### config.mk
export PLATFORM = sky130hd
export DESIGN_NAME = hazard_scheduler
export DESIGN_NICKNAME = d
export VERILOG_FILES = /design/src/rtl/hazard_pkg.sv /design/src/rtl/hazard_scheduler_sb_match.sv /design/src/rtl/hazard_scheduler.sv
export SDC_FILE = /design/constraint.sdc
export NUM_CORES = 1
export LEC_CHECK = 0
export CORE_MARGIN = 2
export CORE_UTILIZATION = 47
export CTS_CLUSTER_DIAMETER = 30
export CTS_CLUSTER_SIZE = 28
export DETAILED_ROUTE_END_ITERATION = 7
export PLACE_DENSITY_LB_ADDON = 0.15
export SYNTH_ARGS = -nofsm -noshare
export SYNTH_HDL_FRONTEND = slang
export SYNTH_SLANG_ARGS = --single-unit
### constraint.sdc
create_clock -name clk -period 2.5 [get_ports clk]
set_input_delay 0.625 -clock clk [delete_from_list [all_inputs] [get_ports clk]]
set_output_delay 0.625 -clock clk [all_outputs]
set_load 0.05 [all_outputs]
### src/rtl/hazard_pkg.sv
// Shared types and constants for the issue hazard scheduler.
// Scoreboard entry layout and pipeline stage indices.
package hazard_pkg;
  localparam logic [4:0] XZR = 5'd31;

  localparam int RFREAD  = 0;
  localparam int ALU     = 1;
  localparam int DATAMEM = 2;
  localparam int RFWRITE = 3;

  typedef struct packed {
    logic       valid;
    logic [4:0] rd;
    logic       regwrite;
    logic       flagset;
  } sb_entry_t;
endpackage

### src/rtl/hazard_scheduler_sb_match.sv
// Compares one decoder source register against in-flight writers.
// Entries beyond i_last are ignored (write-first regfile bypass).
module sb_match
  import hazard_pkg::*;
#(
  parameter int STAGES = 4,
  parameter int LW     = (STAGES > 1) ? $clog2(STAGES) : 1
) (
  input  logic [4:0]            i_src,
  input  logic                  i_used,
  input  sb_entry_t [STAGES-1:0] i_sb,
  input  logic [LW-1:0]         i_last,
  output logic                  o_hit
);
  logic w_any;

  always_comb begin
    w_any = 1'b0;
    for (int i = 0; i < STAGES; i++) begin
      if (i <= int'(i_last) &&
          i_sb[i].valid &&
          i_sb[i].regwrite &&
          i_sb[i].rd == i_src)
        w_any = 1'b1;
    end
  end

  assign o_hit = w_any & i_used & (i_src != XZR);
endmodule

### src/rtl/hazard_scheduler.sv
// Issue controller: stalls decode on register, flag and branch hazards.
// Tracks in-flight writers and counts stall cycles (saturating).
module hazard_scheduler
  import hazard_pkg::*;
#(
  parameter int STAGES       = 4,
  parameter int FLAG_STAGE   = 1,
  parameter int WRITE_BYPASS = 0,
  parameter int BR_SHADOW    = 2,
  parameter int CNT_W        = 32
) (
  input  logic             clk,
  input  logic             reset,
  input  logic             dec_valid,
  input  logic [4:0]       dec_rn,
  input  logic             dec_rn_used,
  input  logic [4:0]       dec_rm,
  input  logic             dec_rm_used,
  input  logic [4:0]       dec_rd,
  input  logic             dec_regwrite,
  input  logic             dec_flagset,
  input  logic             dec_flaguse,
  input  logic             dec_branch,
  output logic             issue,
  output logic             bubble,
  output logic             stall_fetch,
  output logic [CNT_W-1:0] stall_count
);
  localparam int LW = (STAGES > 1) ? $clog2(STAGES) : 1;
  localparam int SW = (BR_SHADOW > 0) ? $clog2(BR_SHADOW + 1) : 1;
  localparam int LAST_I = (WRITE_BYPASS != 0) ? STAGES - 2 : STAGES - 1;
  localparam logic [LW-1:0] LAST = LW'(LAST_I);

  sb_entry_t [STAGES-1:0] r_sb;
  logic [SW-1:0]          r_shd;
  logic [CNT_W-1:0]       r_cnt;

  logic      w_rn_hit;
  logic      w_rm_hit;
  logic      w_flag_hit;
  logic      w_issue;
  logic      w_stall;
  sb_entry_t w_new;

  sb_match #(.STAGES(STAGES), .LW(LW)) u_rn (
    .i_src  (dec_rn),
    .i_used (dec_rn_used),
    .i_sb   (r_sb),
    .i_last (LAST),
    .o_hit  (w_rn_hit)
  );

  sb_match #(.STAGES(STAGES), .LW(LW)) u_rm (
    .i_src  (dec_rm),
    .i_used (dec_rm_used),
    .i_sb   (r_sb),
    .i_last (LAST),
    .o_hit  (w_rm_hit)
  );

  always_comb begin
    w_flag_hit = 1'b0;
    for (int i = 0; i < STAGES; i++) begin
      if (i <= FLAG_STAGE && r_sb[i].valid && r_sb[i].flagset)
        w_flag_hit = 1'b1;
    end
  end

  // Reset gates issue so nothing enters while the datapath is held.
  assign w_issue = reset & dec_valid & ~w_rn_hit & ~w_rm_hit &
                   ~(dec_flaguse & w_flag_hit) & (r_shd == '0);
  assign w_stall = dec_valid & ~w_issue;

  always_comb begin
    w_new          = '0;
    w_new.valid    = 1'b1;
    w_new.rd       = dec_rd;
    w_new.regwrite = dec_regwrite & (dec_rd != XZR);
    w_new.flagset  = dec_flagset;
  end

  always_ff @(posedge clk or negedge reset) begin
    if (!reset) begin
      r_sb  <= '0;
      r_shd <= '0;
      r_cnt <= '0;
    end else begin
      for (int i = STAGES - 1; i > 0; i--)
        r_sb[i] <= r_sb[i-1];
      r_sb[0] <= w_issue ? w_new : '0;
      if (w_issue && dec_branch)
        r_shd <= SW'(BR_SHADOW);
      else if (r_shd != '0)
        r_shd <= r_shd - 1'b1;
      if (w_stall && r_cnt != '1)
        r_cnt <= r_cnt + 1'b1;
    end
  end

  assign issue       = w_issue;
  assign stall_fetch = w_stall;
  assign bubble      = w_stall;
  assign stall_count = r_cnt;
endmodule
==> impl_metrics.csv, run 1 <==
group,metric,value,unit
outcome,status,"finished with violations",
outcome,violations,"setup timing",
global_route,grt_max_degree,65,
floorplanning,die_h,86.7,µm
final_layout,drive_gt1_frac,0.316,
worst_setup_path,startpoint_type,"input port",
clock_network,clock_path_buffers,2,
sta,max_freq,362,MHz
clock_network,root_buffer,"clkbuf_8",
yosys,synth_ff_type,"dfrtp_1",
worst_setup_path,crit_buf_inv,3,
power,pwr_density_cell,693,mW/mm²
power,p_int,2070,µW
yosys,postSynth.asyncResetShare,1.00,
yosys,synth-edff-count,0,
detailed_routing,vias_per_cell,5.24,
worst_setup_path,crit_slowest_cell,"nor4_1",
yosys,synth.distinct_cells,37,
power,switching_share,0.341,
placed_design,portBuffers,58,
sta,hold_slack,0.385,ns
final_layout,fin_nets,382,
worst_setup_path,crit_path_frequent_cell,"nand4_1",
clock_network,cts_tree,"yes",
yosys,avgSynthCellArea,11.5,µm²
worst_setup_path,critPathTopFamily,"simple AND/OR/NAND/NOR gates",
placed_design,place.gp.congestion,0.941,
worst_setup_path,crit_type,"input port to output port",
final_layout,final_cell_area,0.00454,mm²
final_layout,final_cell_mix,"dfrtp_1 (53), xor2_1 (50), clkdlybuf4s50_1 (44)",
worst_setup_path,cp_max_fo,5,
final_layout,layout_commonest_cell,"dfrtp_1",
sta,drv_slew,0,
floorplanning,fp.dieW,86.7,µm
sta,max_slew.worst_pin.slew,0.806,ns
detailed_routing,wire_per_inst,16.8,µm
power,power_frac_clock,0.279,
sta,timing.final.ws_setup,-0.264,ns
final_layout,area_growth_syn_to_layout,41.3,%
yosys,ys.warnings.count,0,
detailed_routing,ant_nets,0,
sta,maxSlewHeadroom,0.463,
detailed_routing,wl_met3,324,µm
power,peakVddDrop,0.746,mV
detailed_routing,drc,0,
floorplanning,rows,30,
floorplanning,ios,59,
sta,hold_viol_final,0,
floorplanning,start_util,0.478,
clock_network,hold_buffers,0,
yosys,synth.cell_area,0.00321,mm²
global_route,grt_overflow,0,
worst_setup_path,worstPathRequired,1.88,ns
detailed_routing,vias,2309,
power,p_leak,0.00227,µW
floorplanning,core,0.00672,mm²
global_route,first_global_vias,2309,
global_route,antenna_found_initial,0,
global_route,grt.total_usage,0.196,
global_route,grt_pass1_wl,11.1,mm
run,max-cap-violations,0,
detailed_routing,first_pass_iters,4,
worst_setup_path,cpPeakStageDelay,0.31,ns
yosys,ys_seq_elements,64,
worst_setup_path,crit_chain,"buf_2 -> xor2_1 -> nor4_1 -> nand4_1 -> nand4_1 -> a221oi_4 -> buf_12 -> nor2b_4 -> buf_8",
worst_setup_path,worstPathArrival,2.14,ns
sta,rsz0062_at_grt,"true",
clock_network,cts_buffers,9,
power,p_comb_frac,0.314,
final_layout,utilization,0.675,
yosys,synthCells,278,
placed_design,dp_hpwl,4.81,mm
sta,fin_crit_sh,1.11,
detailed_routing,met1_length,3.50,mm
power,seq_power_share,0.407,
clock_network,worstSkewPairLatency,0.35,ns
floorplanning,die-area,0.00751,mm²
sta,setup_tns,-1.31,ns
sta,min_period,2.76,ns
placed_design,place_area,0.00390,mm²
power,p_total,3150,µW
final_layout,antenna_cells,0,
yosys,seq_area_frac_synth,0.499,
power,p_sw,1070,µW
detailed_routing,top_layer,"met4",
hold_path,hold_class,"flip-flop to flip-flop",
detailed_routing,wl_met2,3.47,mm
detailed_routing,wirelength,7.43,mm
clock_network,path_clk_slew,0.06,ns
detailed_routing,drtIter0Drc,157,
sta,finalSetupViolations,12,
sta,fin_skew,0.0153,ns
clock_network,cts.sinks,64,
worst_setup_path,endpoint_kind,"output port",
clock_network,htreeDepth,3,
yosys,syn_nets,304,
## layout make-up
type                    instances  area, µm²
fillers                       493       2180
multi-input cells             185       1750
flip-flops and latches         64       1620
repair buffers                 84        840
clock buffers                  12        145
well taps                      80        100
clock inverters                 4       45.0
inverters                      12       45.0
## state kept, by name (all words and copies together) (netlist names)
| name | cells |
|---|---|
| r_sb | 30 |
| r_shd | 2 |
| stall_count | 32 |
## cell usage after synthesis (2+ instances only)
master   count  area share
nand4_1     12       0.023
inv_1       12       0.014
ha_1         2      0.0078
xor2_1      56        0.15
nor2_1       7      0.0082
or2_1        2      0.0039
and2_1       3      0.0058
nand2_1     17       0.020
and3_1      13       0.025
nor4_2       3       0.012
buf_4        2      0.0047
nor4_1      12       0.023
nand3_1     12       0.019
nor3_2       4       0.012
nor4_4       5       0.033
o21a_1       2      0.0047
buf_6        4       0.014
dfrtp_1     64        0.50
nor3_1       4      0.0062
buf_2       10       0.016
xnor2_1     16       0.044
## power by group through the flow
| stage | sequential (µW) | clock, µW | combinational [µW] |
|---|---|---|---|
| after floorplan | 1450 | 0 | 374 |
| after global placement | 1290 | 0 | 790 |
| after detailed placement | 1290 | 0 | 800 |
| after CTS | 1270 | 891 | 843 |
| after global routing | 1300 | 939 | 1050 |
| final | 1280 | 877 | 988 |
## cells by family after synthesis
logic type / share of synthesized area
xor gates and xnor gates: 0.196
buffers and inverters: 0.0546
adders and majority gates: 0.00779
AOI/OAI and AO/OA: 0.0226
muxes: 0.00779
DFF: 0.499
and+or+nand+nor: 0.212
## worst register-to-register path, cell delays in order, from the launching register on
cell and delay, ns:
dfrtp_1 0.42, xor2_1 0.15, nor4_1 0.32, nand4_1 0.13, nand4_1 0.20, a221oi_4 0.13, buf_4 0.16, buf_6 0.11
or2_4 0.28, buf_12 0.16, nor4_4 0.28, xor2_1 0.18
## what timing repair did
action	CTS	global route
buffers inserted	5	4
endpoints found under the setup margin	42	27
pin swaps	16	53
hold endpoints to repair	0	0
resized for setup	51	58
cloned	0	3
## per-stage QoR
step	setup slack [ns]	std cells
after global routing	-0.337	441
after detailed placement	-0.951	413
after global placement	-0.896	413
after CTS	-0.247	434
after floorplan	-0.214	278
final	-0.264	441
## final timing paths
| path | start | slack, ns | to | cells after the start |
|---|---|---|---|---|
| worst min register to register | r_sb[0]$_DFF_PN0_ | 0.39 | r_sb[8]$_DFF_PN0_ | 0 |
| worst min-delay path | r_sb[0]$_DFF_PN0_ | 0.39 | r_sb[8]$_DFF_PN0_ | 0 |
| worst max-delay path | dec_rn[0] | -0.26 | bubble | 9 |
| min in group asynchronous | reset | 0.54 | stall_count[15]$_DFFE_PN0P_ | 2 |
| max in group asynchronous | reset | 1.39 | stall_count[7]$_DFFE_PN0P_ | 2 |
| worst max register to register | r_sb[14]$_DFF_PN0_ | -0.10 | stall_count[13]$_DFFE_PN0P_ | 11 |
## per-layer routing
metal | up-vias | global-route usage
met5 | - | 0
met1 | 1155 | 0.289
li1 | 1081 | -
met4 | 0 | 0.0852
met3 | 10 | 0.0419
met2 | 63 | 0.276
Note: power is estimated with default switching activity, not from simulation.
==> run 2: changes to the inputs <==
==> constraint.sdc (replaced) <==
create_clock -name clk -period 2.5 [get_ports clk]
set_input_delay 0.25 -clock clk [delete_from_list [all_inputs] [get_ports clk]]
set_output_delay 0.25 -clock clk [all_outputs]
set_load 0.05 [all_outputs]
==> impl_metrics.csv, run 2 (synthesis results as in run 1) <==
group,metric,value,unit
floorplanning,die-area,0.00751,mm²
global_route,antenna_found_initial,0,
clock_network,htreeDepth,3,
final_layout,layout_commonest_cell,"dfrtp_1",
worst_setup_path,critPathTopFamily,"buffers and inverters",
power,p_total,3060,µW
detailed_routing,drc,0,
worst_setup_path,crit_buf_inv,4,
worst_setup_path,endpoint_kind,"output port",
sta,max_freq,405,MHz
clock_network,root_buffer,"clkbuf_8",
worst_setup_path,worstPathRequired,2.25,ns
clock_network,cts_buffers,9,
detailed_routing,vias_per_cell,5.18,
clock_network,clock_path_buffers,2,
floorplanning,start_util,0.478,
final_layout,drive_gt1_frac,0.207,
clock_network,hold_buffers,0,
worst_setup_path,crit_type,"flip-flop to output port",
worst_setup_path,startpoint_type,"flip-flop",
final_layout,fin_nets,379,
detailed_routing,ant_nets,0,
placed_design,place_area,0.00394,mm²
sta,finalSetupViolations,0,
worst_setup_path,crit_start,"r_sb[20]$_DFF_PN0_",
placed_design,dp_hpwl,4.75,mm
floorplanning,die_h,86.7,µm
sta,rsz0062_at_grt,"true",
worst_setup_path,worstPathArrival,2.22,ns
placed_design,portBuffers,58,
worst_setup_path,crit_slowest_cell,"dfrtp_1",
detailed_routing,vias,2271,
detailed_routing,first_pass_iters,4,
power,peakVddDrop,1.04,mV
worst_setup_path,cpPeakStageDelay,0.41,ns
worst_setup_path,crit_chain,"buf_6 -> xor2_1 -> nor4_1 -> nand4_1 -> nand4_1 -> a221oi_4 -> buf_12 -> buf_8 -> nor2b_4 -> buf_6",
worst_setup_path,cp_max_fo,6,
power,pwr_density_cell,720,mW/mm²
detailed_routing,wirelength,6.76,mm
global_route,grt_pass1_wl,11.1,mm
sta,fin_crit_sh,0.988,
final_layout,antenna_cells,0,
run,max-cap-violations,0,
clock_network,worstSkewPairLatency,0.34,ns
sta,min_period,2.47,ns
worst_setup_path,reg2reg_from,"r_sb[21]$_DFF_PN0_",
sta,max_slew.worst_pin.slew,0.786,ns
sta,maxSlewHeadroom,0.476,
final_layout,multi_input_area,0.00151,mm²
final_layout,final_cell_mix,"dfrtp_1 (61), xor2_1 (54), clkdlybuf4s50_1 (45)",
hold_path,hold_class,"input port to asynchronous set/reset pin",
global_route,first_global_vias,2235,
placed_design,place.gp.congestion,0.822,
final_layout,final_cell_area,0.00425,mm²
floorplanning,core,0.00672,mm²
sta,drv_slew,0,
detailed_routing,drtIter0Drc,106,
final_layout,area_growth_syn_to_layout,32.5,%
clock_network,path_clk_slew,0.07,ns
clock_network,cts_tree,"yes",
sta,fin_skew,0.0101,ns
outcome,status,"finished clean",
floorplanning,rows,30,
sta,hold_viol_final,0,
detailed_routing,wire_per_inst,15.4,µm
global_route,grt_max_degree,65,
floorplanning,fp.dieW,86.7,µm
global_route,grt.total_usage,0.193,
power,p_leak,0.00208,µW
final_layout,ff_latch_area,0.00161,mm²
final_layout,largest_register_ffs,32,
floorplanning,ios,59,
final_layout,fillers,548,
clock_network,cts.sinks,64,
global_route,grt_overflow,0,
[run 2: power by group]
group | switching, µW | internal, µW
clock network | 386 | 569
logic | 489 | 352
registers | 117 | 1150
[run 2: layout make-up]
class,count,area share
tap,80,0.0235
clock inverter,2,0.00824
timing repair buffer,81,0.182
multi-input combinational,185,0.356
sequential,64,0.377
inverter,12,0.0106
clock buffer,14,0.0429
[run 2: per-layer routing]
metal  wire [µm]  part of all wire  track usage  up-vias
met5           0                 0            0        -
met4          89             0.013       0.0767        0
met3         280             0.041       0.0457        9
met2        3100              0.46        0.280       53
met1        3290              0.49        0.278     1124
li1            -                 -            -     1085
[run 2: stage by stage]
stage               worst slack, ns  std cells   util  hold WS, ns  TNS [ns]
detailed placement           -0.347        421  0.587        0.374     -8.67
CTS                         0.00208        438  0.624        0.178         0
floorplan                   -0.0701        278      -      -0.0456   -0.0701
global placement             -0.344        421  0.587        0.369     -8.02
finish                       0.0310        438  0.633        0.143         0
global route                -0.0854        438  0.633        0.212    -0.250
[run 2: path summary, 6_finish.rpt]
| path | endpoint | slack (ns) | cells after the start |
|---|---|---|---|
| min in group clk | r_sb[8]$_DFF_PN0_ | 0.40 | 0 |
| max | stall_fetch | 0.03 | 10 |
| min reg2reg | r_sb[8]$_DFF_PN0_ | 0.40 | 0 |
| min | stall_count[30]$_DFFE_PN0P_ | 0.14 | 2 |
| max reg2reg | stall_count[14]$_DFFE_PN0P_ | 0.15 | 9 |
| max in group asynchronous | r_sb[14]$_DFF_PN0_ | 1.79 | 2 |
[run 2: what timing repair did]
action | 4_1_cts | 5_1_grt
gates cloned | 0 | 0
setup endpoints to repair | 5 | 12
setup buffers | 1 | 0
pin swaps | 10 | 3
resized for setup | 16 | 11
[run 2: worst reg2reg max path, cell delays in order, from the launching register on]
cell      delay, ns
dfrtp_1        0.42
xor2_1         0.17
nor4_1         0.32
nand4_1        0.13
nand4_1        0.17
a221oi_4       0.11
buf_12         0.15
nor4_4         0.42
and4_1         0.26
xor2_1         0.14
==> run 3: changes to the inputs <==
--- a/config.mk
+++ b/config.mk
@@ -5,12 +5,14 @@
 export SDC_FILE = /design/constraint.sdc
 export NUM_CORES = 1
 export LEC_CHECK = 0
+export CORE_ASPECT_RATIO = 0.75
 export CORE_MARGIN = 2
-export CORE_UTILIZATION = 47
+export CORE_UTILIZATION = 49
+export CTS_BUF_LIST = sky130_fd_sc_hd__clkbuf_4
 export CTS_CLUSTER_DIAMETER = 30
 export CTS_CLUSTER_SIZE = 28
 export DETAILED_ROUTE_END_ITERATION = 7
-export PLACE_DENSITY_LB_ADDON = 0.15
+export PLACE_DENSITY = 0.8
 export SYNTH_ARGS = -nofsm -noshare
 export SYNTH_HDL_FRONTEND = slang
 export SYNTH_SLANG_ARGS = --single-unit
==> impl_metrics.csv, run 3 (synthesis results as in run 1) <==
group,metric,value,unit
clock_network,cts.sinks,64,
final_layout,ff_latch_area,0.00160,mm²
placed_design,place.gp.congestion,0.863,
detailed_routing,top_layer,"met4",
worst_setup_path,crit_slowest_cell,"clkdlybuf4s50_1",
floorplanning,core,0.00632,mm²
power,switching_share,0.337,
worst_setup_path,worstPathRequired,2.82,ns
detailed_routing,vias,2285,
hold_path,hold_class,"input port to asynchronous set/reset pin",
detailed_routing,ant_nets,0,
floorplanning,start_util,0.508,
worst_setup_path,rr_worst_depth,10,
global_route,grt_max_degree,65,
power,power_frac_clock,0.258,
worst_setup_path,crit_type,"input port to flip-flop",
final_layout,fillers,469,
final_layout,fin_nets,382,
final_layout,largest_register_ffs,32,
power,p_comb_frac,0.309,
sta,maxSlewHeadroom,0.477,
worst_setup_path,worstPathArrival,2.79,ns
detailed_routing,wire_per_inst,16.8,µm
sta,max_slew.worst_pin.slew,0.784,ns
sta,min_period,2.47,ns
sta,rsz0062_at_grt,"true",
placed_design,dp_slack,-0.259,ns
sta,hold_viol_final,0,
final_layout,final_cell_area,0.00428,mm²
global_route,grt_pass1_wl,11.2,mm
placed_design,place_area,0.00392,mm²
worst_setup_path,r2r-end,"stall_count[25]$_DFFE_PN0P_",
detailed_routing,drtIter0Drc,122,
detailed_routing,vias_per_cell,5.18,
sta,fin_skew,0.0112,ns
floorplanning,ios,59,
detailed_routing,wl_met2,3.45,mm
worst_setup_path,crit_chain,"clkdlybuf4s50_1 -> xor2_1 -> nor4_1 -> nand4_1 -> nand4_1 -> a221oi_4 -> buf_6 -> or2_4 -> buf_12 -> nor4_4 -> xor2_1",
clock_network,path_clk_slew,0.10,ns
clock_network,worstSkewPairLatency,0.41,ns
placed_design,dp_hpwl,5.08,mm
placed_design,portBuffers,58,
worst_setup_path,cpPeakStageDelay,0.56,ns
power,p_leak,0.00213,µW
final_layout,final_cell_mix,"dfrtp_1 (62), xor2_1 (56), clkdlybuf4s50_1 (48)",
clock_network,root_buffer,"clkbuf_4",
power,p_int,1950,µW
final_layout,multi_input_area,0.00153,mm²
detailed_routing,wl_met3,391,µm
worst_setup_path,cp_max_fo,7,
floorplanning,die_h,74.1,µm
clock_network,clock_path_buffers,2,
clock_network,htreeDepth,3,
run,max-cap-violations,0,
worst_setup_path,endpoint_kind,"flip-flop",
clock_network,hold_buffers,0,
worst_setup_path,startpoint_type,"input port",
detailed_routing,met1_length,3.48,mm
global_route,antenna_found_initial,0,
floorplanning,fp.dieW,97.5,µm
power,peakVddDrop,0.813,mV
sta,drv_slew,0,
clock_network,cts_buffers,9,
floorplanning,rows,25,
worst_setup_path,reg2reg_from,"r_sb[5]$_DFF_PN0_",
final_layout,layout_commonest_cell,"dfrtp_1",
detailed_routing,drc,0,
global_route,grt.total_usage,0.201,
clock_network,cts_tree,"yes",
power,seq_power_share,0.432,
floorplanning,die-area,0.00722,mm²
power,p_sw,992,µW
final_layout,area_growth_syn_to_layout,33.3,%
final_layout,drive_gt1_frac,0.203,
sta,timing.final.ws_setup,0.0288,ns
sta,fin_crit_sh,0.988,
outcome,status,"finished clean",
global_route,first_global_vias,2220,
sta,finalSetupViolations,0,
detailed_routing,first_pass_iters,4,
worst_setup_path,reg2reg_slack,0.03,ns
sta,hold_slack,0.0360,ns
global_route,grt_overflow,0,
detailed_routing,wirelength,7.39,mm
power,pwr_density_cell,688,mW/mm²
sta,max_freq,405,MHz
final_layout,antenna_cells,0,
[run 3: cell types whose count changed in the layout (fill, tap and decap cells not counted), sizes merged]
cell and delta:
clkdlybuf4s50 +3, dlygate4sd2 -6, bufinv +1, clkinv +2, clkbuf -2, dlymetal6s2s +3, buf +1
[run 3: how the worst max path moves through the flow]
stage                                startpoint                          end  slack, ns  cells past startpoint
finish                                dec_rm[3]  stall_count[25]$_DFFE_PN0P_       0.03                     11
CTS                                   dec_rn[3]                        issue       0.02                      9
global route                  r_sb[5]$_DFF_PN0_                       bubble      -0.12                      8
detailed placement                    dec_rn[4]  stall_count[31]$_DFFE_PN0P_      -0.26                     10
global placement                      dec_rn[4]  stall_count[14]$_DFFE_PN0P_      -0.21                     10
floorplan           stall_count[11]$_DFFE_PN0P_   stall_count[1]$_DFFE_PN0P_      -0.07                      8
[run 3: power groups by stage]
stage / Clock, µW / Combinational, µW / Sequential (µW)
finish: 760 / 911 / 1270
global route: 821 / 973 / 1290
CTS: 770 / 840 / 1270
detailed placement: 0 / 813 / 1290
global placement: 0 / 790 / 1290
floorplan: 0 / 358 / 1450
[run 3: per-layer routing]
metal	up-vias	GRT usage
met5	-	0
met1	1136	0.284
met3	8	0.0733
met2	52	0.305
met4	0	0.0370
li1	1089	-
[run 3: stage by stage]
stage	power [µW]	TNS [ns]	utilization	std cells
2_1_floorplan	1810	-0.0701	-	278
5_1_grt	3080	-1.13	0.677	441
4_1_cts	2880	0	0.651	435
3_3_place_gp	2080	-3.29	0.621	419
6_report	2940	0	0.677	441
3_5_place_dp	2100	-3.04	0.621	419
[run 3: cell type report]
class	count	share of cell area
clock inverter	5	0.0170
sequential	64	0.375
timing repair buffer	84	0.199
multi-input combinational	185	0.357
inverter	12	0.0105
tap	81	0.0237
clock buffer	10	0.0175
[run 3: critical path: cells and delay by family]
family | cells | cell delay, ns
simple gates | 5 | 1.18
compound gates | 1 | 0.10
buf+inv | 3 | 0.86
xor+xnor | 2 | 0.39
[run 3: timing repair]
action,CTS,global route
gates cloned,0,2
gates resized for setup,10,18
setup endpoints to repair,3,26
pin swaps,12,12
setup buffers,2,4
